--- src/rtl/dp_exec_ctrl_if.sv ---
// dp_exec_ctrl bus: instruction handshake, ALU port,
// write-back port and status.
interface dp_exec_ctrl_if;
  logic        instr_valid;
  logic        instr_ready;
  logic [31:0] instr;
  logic [31:0] op_a;
  logic [31:0] op_b;
  logic        shift_carry;
  logic        flush;
  logic [3:0]  alu_opcode;
  logic [31:0] alu_a;
  logic [31:0] alu_b;
  logic        alu_carry_in;
  logic [31:0] alu_result;
  logic [3:0]  alu_nzvc;
  logic        wb_en;
  logic [3:0]  wb_addr;
  logic [31:0] wb_data;
  logic        pc_write;
  logic [3:0]  flags;
  logic        done;
  logic        illegal;

  modport master (
    output instr_valid, instr, op_a, op_b,
    output shift_carry, flush,
    output alu_result, alu_nzvc,
    input  instr_ready, alu_opcode, alu_a, alu_b,
    input  alu_carry_in, wb_en, wb_addr, wb_data,
    input  pc_write, flags, done, illegal
  );

  modport slave (
    input  instr_valid, instr, op_a, op_b,
    input  shift_carry, flush,
    input  alu_result, alu_nzvc,
    output instr_ready, alu_opcode, alu_a, alu_b,
    output alu_carry_in, wb_en, wb_addr, wb_data,
    output pc_write, flags, done, illegal
  );
endinterface

--- src/rtl/dp_exec_ctrl.sv ---
// ARM data-processing sequencer: condition check,
// ALU drive, write-back and CPSR flag ownership.
module dp_exec_ctrl (
  input  logic          clk,
  input  logic          rst_n,
  dp_exec_ctrl_if.slave bus
);

  typedef enum logic [1:0] {
    S_IDLE,
    S_COND,
    S_EXEC,
    S_WB
  } state_e;

  state_e      state_q;
  logic [3:0]  cond_q;
  logic [1:0]  cls_q;
  logic [3:0]  opc_q;
  logic        s_q;
  logic [3:0]  rd_q;
  logic        sc_q;
  logic [31:0] a_q;
  logic [31:0] b_q;
  logic [31:0] res_q;
  logic [3:0]  nzvc_q;
  logic [3:0]  flags_q;
  logic [3:0]  flags_d;

  logic fn, fz, fc, fv;
  logic cond_ok;
  logic bad_cls;
  logic is_cmp;
  logic is_arith;
  logic in_cond;
  logic in_wb;
  logic live;
  logic unused_bits;

  assign fn = flags_q[3];
  assign fz = flags_q[2];
  assign fc = flags_q[1];
  assign fv = flags_q[0];

  assign bad_cls = (cls_q != 2'b00);
  assign is_cmp  = (opc_q[3:2] == 2'b10);
  assign is_arith = (opc_q[3:2] == 2'b01)
                 || (opc_q[3:1] == 3'b001)
                 || (opc_q[3:1] == 3'b101);

  assign in_cond = (state_q == S_COND);
  assign in_wb   = (state_q == S_WB);
  assign live    = !bus.flush;

  assign unused_bits = ^{bus.instr[25],
                         bus.instr[19:16],
                         bus.instr[11:0]};

  // Condition field evaluated against the current flags
  always_comb begin
    cond_ok = 1'b0;
    unique case (cond_q)
      4'h0: cond_ok = fz;
      4'h1: cond_ok = !fz;
      4'h2: cond_ok = fc;
      4'h3: cond_ok = !fc;
      4'h4: cond_ok = fn;
      4'h5: cond_ok = !fn;
      4'h6: cond_ok = fv;
      4'h7: cond_ok = !fv;
      4'h8: cond_ok = fc && !fz;
      4'h9: cond_ok = !fc || fz;
      4'hA: cond_ok = (fn == fv);
      4'hB: cond_ok = (fn != fv);
      4'hC: cond_ok = !fz && (fn == fv);
      4'hD: cond_ok = fz || (fn != fv);
      4'hE: cond_ok = 1'b1;
      4'hF: cond_ok = 1'b0;
    endcase
  end

  assign bus.instr_ready  = (state_q == S_IDLE);
  assign bus.alu_opcode   = opc_q;
  assign bus.alu_a        = a_q;
  assign bus.alu_b        = b_q;
  assign bus.alu_carry_in = fc;
  assign bus.wb_addr      = rd_q;
  assign bus.wb_data      = res_q;
  assign bus.flags        = flags_q;

  assign bus.illegal = in_cond && bad_cls && live;
  assign bus.done    = live
                    && ((in_cond && (bad_cls || !cond_ok))
                     || in_wb);
  assign bus.wb_en    = in_wb && live && !is_cmp;
  assign bus.pc_write = bus.wb_en && (rd_q == 4'hF);

  // Flag update at the end of an unflushed WB with S set
  always_comb begin
    flags_d = flags_q;
    if (in_wb && live && s_q) begin
      if (is_arith) begin
        flags_d = {nzvc_q[3], nzvc_q[2],
                   nzvc_q[0], nzvc_q[1]};
      end else begin
        flags_d = {nzvc_q[3], nzvc_q[2],
                   sc_q, flags_q[0]};
      end
    end
  end

  // CPSR flag register
  always_ff @(posedge clk or negedge rst_n) begin
    if (!rst_n) begin
      flags_q <= 4'h0;
    end else begin
      flags_q <= flags_d;
    end
  end

  // Sequencer: accept, condition, execute, write back
  always_ff @(posedge clk or negedge rst_n) begin
    if (!rst_n) begin
      state_q <= S_IDLE;
      cond_q  <= 4'h0;
      cls_q   <= 2'b00;
      opc_q   <= 4'h0;
      s_q     <= 1'b0;
      rd_q    <= 4'h0;
      sc_q    <= 1'b0;
      a_q     <= 32'h0;
      b_q     <= 32'h0;
      res_q   <= 32'h0;
      nzvc_q  <= 4'h0;
    end else begin
      unique case (state_q)
        S_IDLE: begin
          if (bus.instr_valid) begin
            cond_q  <= bus.instr[31:28];
            cls_q   <= bus.instr[27:26];
            opc_q   <= bus.instr[24:21];
            s_q     <= bus.instr[20];
            rd_q    <= bus.instr[15:12];
            sc_q    <= bus.shift_carry;
            a_q     <= bus.op_a;
            b_q     <= bus.op_b;
            state_q <= S_COND;
          end
        end
        S_COND: begin
          if (!live || bad_cls || !cond_ok) begin
            state_q <= S_IDLE;
          end else begin
            state_q <= S_EXEC;
          end
        end
        S_EXEC: begin
          res_q   <= bus.alu_result;
          nzvc_q  <= bus.alu_nzvc;
          state_q <= live ? S_WB : S_IDLE;
        end
        S_WB: begin
          state_q <= S_IDLE;
        end
      endcase
    end
  end

endmodule
--- src/flat_wrapper.sv ---
// flat-port wrapper written by rule: the top's interface ports become plain ports
module dp_exec_ctrl_flat 
  (clk, rst_n, bus_instr_valid, bus_instr, bus_op_a, bus_op_b, bus_shift_carry, bus_flush, bus_alu_result, bus_alu_nzvc, bus_instr_ready, bus_alu_opcode, bus_alu_a, bus_alu_b, bus_alu_carry_in, bus_wb_en, bus_wb_addr, bus_wb_data, bus_pc_write, bus_flags, bus_done, bus_illegal);
  dp_exec_ctrl_if bus_i ();
  input  logic clk;
  input  logic rst_n;
  input wire logic [$bits(bus_i.instr_valid)-1:0] bus_instr_valid;
  input wire logic [$bits(bus_i.instr)-1:0] bus_instr;
  input wire logic [$bits(bus_i.op_a)-1:0] bus_op_a;
  input wire logic [$bits(bus_i.op_b)-1:0] bus_op_b;
  input wire logic [$bits(bus_i.shift_carry)-1:0] bus_shift_carry;
  input wire logic [$bits(bus_i.flush)-1:0] bus_flush;
  input wire logic [$bits(bus_i.alu_result)-1:0] bus_alu_result;
  input wire logic [$bits(bus_i.alu_nzvc)-1:0] bus_alu_nzvc;
  output wire logic [$bits(bus_i.instr_ready)-1:0] bus_instr_ready;
  output wire logic [$bits(bus_i.alu_opcode)-1:0] bus_alu_opcode;
  output wire logic [$bits(bus_i.alu_a)-1:0] bus_alu_a;
  output wire logic [$bits(bus_i.alu_b)-1:0] bus_alu_b;
  output wire logic [$bits(bus_i.alu_carry_in)-1:0] bus_alu_carry_in;
  output wire logic [$bits(bus_i.wb_en)-1:0] bus_wb_en;
  output wire logic [$bits(bus_i.wb_addr)-1:0] bus_wb_addr;
  output wire logic [$bits(bus_i.wb_data)-1:0] bus_wb_data;
  output wire logic [$bits(bus_i.pc_write)-1:0] bus_pc_write;
  output wire logic [$bits(bus_i.flags)-1:0] bus_flags;
  output wire logic [$bits(bus_i.done)-1:0] bus_done;
  output wire logic [$bits(bus_i.illegal)-1:0] bus_illegal;
  assign bus_i.instr_valid = bus_instr_valid;
  assign bus_i.instr = bus_instr;
  assign bus_i.op_a = bus_op_a;
  assign bus_i.op_b = bus_op_b;
  assign bus_i.shift_carry = bus_shift_carry;
  assign bus_i.flush = bus_flush;
  assign bus_i.alu_result = bus_alu_result;
  assign bus_i.alu_nzvc = bus_alu_nzvc;
  assign bus_instr_ready = bus_i.instr_ready;
  assign bus_alu_opcode = bus_i.alu_opcode;
  assign bus_alu_a = bus_i.alu_a;
  assign bus_alu_b = bus_i.alu_b;
  assign bus_alu_carry_in = bus_i.alu_carry_in;
  assign bus_wb_en = bus_i.wb_en;
  assign bus_wb_addr = bus_i.wb_addr;
  assign bus_wb_data = bus_i.wb_data;
  assign bus_pc_write = bus_i.pc_write;
  assign bus_flags = bus_i.flags;
  assign bus_done = bus_i.done;
  assign bus_illegal = bus_i.illegal;
  dp_exec_ctrl u_core (.clk(clk), .rst_n(rst_n), .bus(bus_i));
endmodule
--- config.mk ---
export PLATFORM = sky130hd
export DESIGN_NAME = dp_exec_ctrl_flat
export DESIGN_NICKNAME = d
export VERILOG_FILES = /design/src/rtl/dp_exec_ctrl_if.sv /design/src/rtl/dp_exec_ctrl.sv /design/src/flat_wrapper.sv
export SDC_FILE = /design/constraint.sdc
export NUM_CORES = 1
export LEC_CHECK = 0
export CORE_MARGIN = 2
export CORE_UTILIZATION = 35
export CTS_BUF_LIST = sky130_fd_sc_hd__clkbuf_16
export DETAILED_ROUTE_END_ITERATION = 10
export PLACE_DENSITY = 0.71
export SLEW_MARGIN = 10
export SYNTH_ARGS = -nofsm -noshare
export SYNTH_HDL_FRONTEND = slang
export SYNTH_SLANG_ARGS = --single-unit
--- constraint.sdc ---
create_clock -name clk -period 1.7 [get_ports clk]
set_input_delay 0.34 -clock clk [delete_from_list [all_inputs] [get_ports clk]]
set_output_delay 0.34 -clock clk [all_outputs]
set_load 0.05 [all_outputs]
==> results.tsv, run 1 <==
metric	value	unit
status	finished, violations left	
failing checks	setup timing	
gr busiest metal	met2	
worst setup margin	-0.654	ns
count of state elements after synthesis	122	
detailed placement HPWL	9.35	mm
Reg-to-Reg End	u_core.state_q[1]$_DFFE_PN0P_	
Layout Nets	708	
FF/Latch Area	3060	um^2
RePlAce Congestion	0.796	
commonest non-fill, non-tap cell in the layout	buf_4	
clock slew seen by the registers of the worst setup and hold paths	0.05	ns
R2R depth	7	
DIE AREA	14600	um^2
DRC	0	
synthesized area	4770	um^2
average wire per standard cell	16.6	um
yosys warns	0	
IO Port Bufs	233	
Rows	42	
Post-Synthesis Cells	301	
Final Critical Period	2.35	ns
Hold Path Depth	3	
Leak Pwr	3.57	nW
reg2reg setup slack	-0.13	ns
worst-margin pin slew	0.452	ns
CP Capture Type	primary output	
Fill cells	1043	
Syn-to-layout area delta	69.5	%
largest stage delay on the critical path	0.43	ns
total wire length	12.6	mm
largest net degree at the start of global routing	37	
Placement Setup Slack	-0.288	ns
Max Clock Skew	0.00947	ns
via count	3490	
total grt overflow	0	
Crit Path Category	reg -> out	
footprint of the multi-input gates	1750	um^2
top cell type's share of synthesized area	0.641	
Seq/Total Area, Yosys	0.641	
n_diodes	0	
crit path max-delay cell type	dfrtp_2	
Hold Crit Start	bus_flush	
RSZ-0062 raised after global routing	true	
worst vdd ir	1.25	mV
most frequent cells in the layout	buf_4 (132), clkdlybuf4s50_1 (117), dfrtp_1 (117)	
Starting DRT DRC Count	73	
critical-path cell list	buf_6 -> nor4b_4 -> a221oi_2 -> a311oi_2 -> o311ai_2 -> and3_4 -> buf_12	
clock sink count	122	
TritonCTS Buffers	17	
max-slew violation count	0	
DRT antenna net count	0	
vias in the first global route	3856	
M1 GR Usage	0.195	
Final setup viols	5	
H-tree lvl count	4	
Period Utilization, post-route	1.38	
vias per cell	4.60	
crit path max fanout	4	
net count after synthesis	438	
placed cell areas	7300	um^2
pwr/cell area	2420	nW/um^2
first-pass GRT wire length	19.6	mm
Starting Density	0.358	
startpoint types	register	
count of final hold-check violations	0	
Tot GR Track Use	0.177	
hold crit path type	in -> reg	
initial antenna violation count	0	
hold endpoint	u_core.state_q[1]$_DFFE_PN0P_	
Global Route met3 Usage	0.0679	
CTS Buffer Depth	2	
Die Y	121	um
Skew-Pair Late Insertion Delay	0.41	ns
RR Startpoint	u_core.cond_q[1]$_DFFE_PN0P_	
syn avg cell area	15.8	um^2
Initial DRT Pass Iterations	4	
share of cells above drive strength 1	0.503	
relative slew slack	0.696	
ranking of synthesized cells by area	dfrtp_1 (64%), mux2_2 (22%), mux2_1 (5.9%), buf_2 (1.4%), mux2i_1 (0.63%)	
max-cap violations	0	
Worst Path Required	1.36	ns
Synth area leader	dfrtp_1	
maximum clock rate	425	MHz
crit path DAT	2.01	ns
CTS tree	done	
design area	8080	um^2
clock root buffer master	clkbuf_16	
met2 Usage GRT	0.299	
core footprint	13300	um^2
Distinct cells, synth	30	
Die Width	121	um
Ports	251	
## Yosys cell counts
library cell  number
buf_2             13
and2_1             1
nor2_1             5
a311oi_1           2
nor4b_4            1
mux2i_1            3
nor3_1             1
nand2b_1           2
nand2_1            6
o21a_2             1
inv_1              2
buf_4              2
nand3_1            1
a21oi_1            3
xnor2_1            2
a211oi_1           1
buf_6              1
mux2_2            92
dfrtp_1          122
o21ai_0            5
and3_1             1
nor3b_1            1
mux2_1            25
a221oi_2           1
o311ai_1           1
o21bai_1           1
nand4_1            1
o2111ai_1          1
nor2b_1            2
xor2_1             1
## worst max path at each step
stage	start	to	slack [ns]	depth (start not counted)
floorplan	u_core.bus.flags[0]$_DFFE_PN0P_	bus_done	-0.29	5
detailed placement	u_core.cond_q[1]$_DFFE_PN0P_	bus_done	-0.29	7
global route	u_core.cond_q[1]$_DFFE_PN0P_	bus_done	-0.75	7
CTS	u_core.bus.flags[0]$_DFFE_PN0P_	bus_done	-0.67	6
finish	u_core.cond_q[1]$_DFFE_PN0P_	bus_done	-0.65	7
global placement	u_core.bus.flags[0]$_DFFE_PN0P_	bus_done	-0.27	6
## critical path: cells and delay by family, from the launching register on
| kind | cells | cell delay [ns] |
|---|---|---|
| AND/OR/NAND/NOR | 2 | 0.49 |
| flip-flops | 1 | 0.43 |
| AO/OA/AOI/OAI | 3 | 0.42 |
| buffers and inverters | 2 | 0.26 |
## where the power goes
part           internal, mW  total, mW  leakage [nW]  switching [mW]
logic                  3.99       10.7          1.85            6.75
clock network          2.25       3.45         0.296            1.20
registers              4.40       5.35          1.42           0.955
total                  10.6       19.5          3.57            8.90
## per-layer routing
metal / part of all wire / vias to the layer above / routed length [um]
met5: 0 / - / 0
met4: 0.021 / 0 / 264
met3: 0.075 / 19 / 941
met2: 0.53 / 135 / 6680
met1: 0.37 / 1731 / 4700
li1: - / 1605 / -
## kinds of logic after synthesis
logic type | after synthesis | synth area share
DFF | 122 | 0.641
muxes | 120 | 0.283
and+or+nand+nor | 22 | 0.0265
buffers and inverters | 18 | 0.0207
AOI/OAI and AO/OA | 16 | 0.0239
xor gates and xnor gates | 3 | 0.00551
## repair_timing
action | 4_1_cts | 5_1_grt
buffers inserted | 9 | 3
pin swaps | 7 | 8
gates cloned | 0 | 1
endpoints found under the hold margin | 24 | 0
setup endpoints to repair | 5 | 6
resized for setup | 14 | 16
hold buffers | 1 | 0
## state kept, by name, indices dropped and copies added (netlist names)
register,cells
u_core.nzvc_q,4
u_core.cond_q,4
u_core.bus.flags,4
u_core.cls_q,2
u_core.s_q,1
u_core.bus.alu_a,32
u_core.bus.alu_b,32
u_core.bus.alu_opcode,4
u_core.bus.wb_addr,4
u_core.sc_q,1
u_core.state_q,2
u_core.bus.wb_data,32
## metrics by stage
| stage | total power, mW | cells | setup TNS, ns | hold WS (ns) | utilization |
|---|---|---|---|---|---|
| final | 19.5 | 759 | -1.10 | 0.363 | 0.608 |
| after global placement | 15.6 | 720 | -3.33 | 0.295 | 0.549 |
| after floorplan | 12.3 | 301 | -0.534 | 0.0444 | - |
| after global routing | 20.4 | 759 | -2.59 | 0.347 | 0.608 |
| after detailed placement | 15.8 | 720 | -2.67 | 0.307 | 0.549 |
| after CTS | 19.5 | 757 | -1.16 | 0.405 | 0.600 |
## layout make-up
cell class              instances  area share
clock buffers                  17      0.0526
clock inverters                14      0.0175
inverters                       2    0.000929
multi-input cells             161       0.217
flip-flops and latches        122       0.379
well taps                     176      0.0273
repair buffers                267       0.306
Note: power is estimated with default switching activity, not from simulation.
==> run 2: changes to the inputs <==
- CORE_UTILIZATION: 35 -> 36
- PLACE_DENSITY: 0.71 -> not set
- PLACE_DENSITY_LB_ADDON: not set -> 0.25
==> run 2 against run 1 <==
Compared with the run above: the run still ends with setup timing left; critical path depth down 1; fmax up 1.7%; power about the same; clock-buffer cell count unchanged; largest cell class unchanged; worst hold slack worse by 0.017 ns; clock skew down 0.0034 ns; global-route usage about the same; register-to-register slack better by 0.14 ns; wire length down 3.5%; design area up 0.70%; sequential cell count unchanged; critical path type unchanged.
==> results.tsv, run 2 (synthesis gave the netlist of run 1 again) <==
metric	value	unit	change
Layout Nets	714		+0.85%
DRT antenna net count	0		unchanged
Die Y	119	um	-1.4%
Syn-to-layout area delta	70.7	%	
RePlAce Congestion	0.810		+1.8%
reg2reg setup slack	0.01	ns	+0.14 ns
most frequent cells in the layout	buf_4 (132), clkdlybuf4s50_1 (117), dfrtp_1 (117)		
IO Port Bufs	233		unchanged
status	finished, violations left		
clock slew seen by the registers of the worst setup and hold paths	0.05	ns	about the same
Skew-Pair Late Insertion Delay	0.40	ns	about the same
crit path DAT	1.98	ns	-0.03 ns
detailed placement HPWL	8.63	mm	-7.7%
failing checks	setup timing		
Placed Instances	719		-0.14%
total grt overflow	0		unchanged
total power	19.5	mW	about the same
DRC	0		unchanged
n_diodes	0		unchanged
Initial DRT Pass Iterations	4		unchanged
crit path max fanout	4		unchanged
max-cap violations	0		unchanged
first-pass GRT wire length	19.3	mm	-1.4%
fin cells	766		+0.92%
worst setup margin	-0.616	ns	+0.0383 ns
Tot GR Track Use	0.177		-0.000361
total wire length	12.1	mm	-3.5%
RSZ-0062 raised after global routing	true		
initial antenna violation count	0		unchanged
Period Utilization, post-route	1.36		-0.0225
CP Capture Type	primary output		
via count	3561		+2.0%
Final Critical Period	2.32	ns	-0.0383 ns
Setup crit start	u_core.bus.flags[0]$_DFFE_PN0P_		
CP Capture Point	bus_done		
Rows	42		unchanged
share of cells above drive strength 1	0.495		-0.00766
core footprint	13100	um^2	-1.6%
CTS tree	done		
Max Clock Skew	0.00603	ns	-0.00345 ns
vias in the first global route	3870		+0.36%
average wire per standard cell	15.8	um	-4.4%
H-tree lvl count	4		unchanged
DIE AREA	14200	um^2	-2.7%
hold crit path type	in -> async		
startpoint types	register		
Die Width	119	um	-1.4%
worst-margin pin slew	0.357	ns	-0.0949 ns
count of final hold-check violations	0		unchanged
Starting Density	0.364		+0.00576
TritonCTS Buffers	17		unchanged
Worst Path Required	1.36	ns	about the same
Reg-to-Reg End	u_core.state_q[1]$_DFFE_PN0P_		
CTS Buffer Depth	2		unchanged
Ports	251		unchanged
Crit Path Category	reg -> out		
vias per cell	4.65		+1.1%
clock sink count	122		unchanged
pwr/cell area	2400	nW/um^2	-0.65%
Final setup viols	4		-1
Starting DRT DRC Count	74		+1.4%
commonest non-fill, non-tap cell in the layout	buf_4		
Leak Pwr	3.60	nW	+0.81%
clock root buffer master	clkbuf_16		
largest net degree at the start of global routing	43		+16%
RR Startpoint	u_core.cond_q[1]$_DFFE_PN0P_		
relative slew slack	0.759		+0.0631
R2R depth	7		unchanged
maximum clock rate	432	MHz	+1.7%
max-slew violation count	0		unchanged
worst vdd ir	1.31	mV	+4.6%
## run 2: cell types whose count changed in the layout (fill, tap and decap cells not counted), moves of 2 or more
cell / previous run / this run
buf_6: 4 / 7
clkinv_1: 2 / 4
a21oi_2: 2 / 0
a21oi_1: 0 / 2
mux2_4: 3 / 1
clkbuf_16: 18 / 20
## run 2: worst min-delay path by stage
| stage | startpoint | endpoint | slack [ns] | cells after the start |
|---|---|---|---|---|
| 5_1_grt | rst_n | u_core.bus.alu_a[9]$_DFFE_PN0P_ | 0.35 | 2 |
| 2_1_floorplan | rst_n | u_core.bus.alu_a[0]$_DFFE_PN0P_ | 0.04 | 0 |
| 6_report | rst_n | u_core.bus.alu_a[9]$_DFFE_PN0P_ | 0.35 | 2 |
| 3_5_place_dp | rst_n | u_core.bus.alu_a[9]$_DFFE_PN0P_ | 0.23 | 1 |
| 4_1_cts | rst_n | u_core.bus.alu_a[9]$_DFFE_PN0P_ | 0.34 | 2 |
| 3_3_place_gp | rst_n | u_core.bus.alu_b[21]$_DFFE_PN0P_ | 0.23 | 1 |
## run 2: report_power, final
| part | switching (mW) | internal, mW |
|---|---|---|
| registers | 0.881 | 4.39 |
| logic | 6.75 | 4.07 |
| clock network | 1.20 | 2.25 |
| total | 8.83 | 10.7 |
## run 2: worst max-delay path: stages, from the launching register on
cell and delay, ns:
dfrtp_2 0.44, xnor2_2 0.16, a221oi_2 0.28, a311oi_2 0.07, o311ai_2 0.26, and3_4 0.24, buf_12 0.13
## run 2: metal layers
layer	global-route usage	part of all wire	vias to the layer above	wire length [um]
met5	0	0	-	0
met1	0.186	0.37	1789	4520
met2	0.317	0.54	131	6550
met3	0.0642	0.064	19	779
met4	0.0744	0.024	0	292
li1	-	-	1622	-
## run 2: through the flow
stage               setup WS, ns  hold slack [ns]  utilization  setup TNS [ns]  instance area (um^2)
finish                    -0.616            0.346        0.622          -0.778                  8140
global route              -0.759            0.352        0.622           -1.31                  8140
CTS                       -0.658            0.343        0.610          -0.853                  7990
detailed placement        -0.259            0.228        0.559          -0.978                  7320
global placement          -0.263            0.229        0.559          -0.716                  7320
floorplan                 -0.291           0.0444            -          -0.534                  4850
## run 2: cell type report
cell class	instances	area, um^2
Sequential cell	122	3060
Timing Repair Buffer	273	2570
Multi-Input combinational cell	161	1710
Fill cell	992	4950
Tap cell	176	220
Inverter	2	7.51
Clock buffer	17	425
Clock inverter	15	143
## run 2: what timing repair did
action | in CTS | in global routing
hold buffers | 1 | 0
pin swaps | 4 | 4
gates resized for setup | 11 | 12
cloned | 0 | 3
hold endpoints to repair | 13 | 0
setup endpoints to repair | 4 | 70
setup buffers | 8 | 6
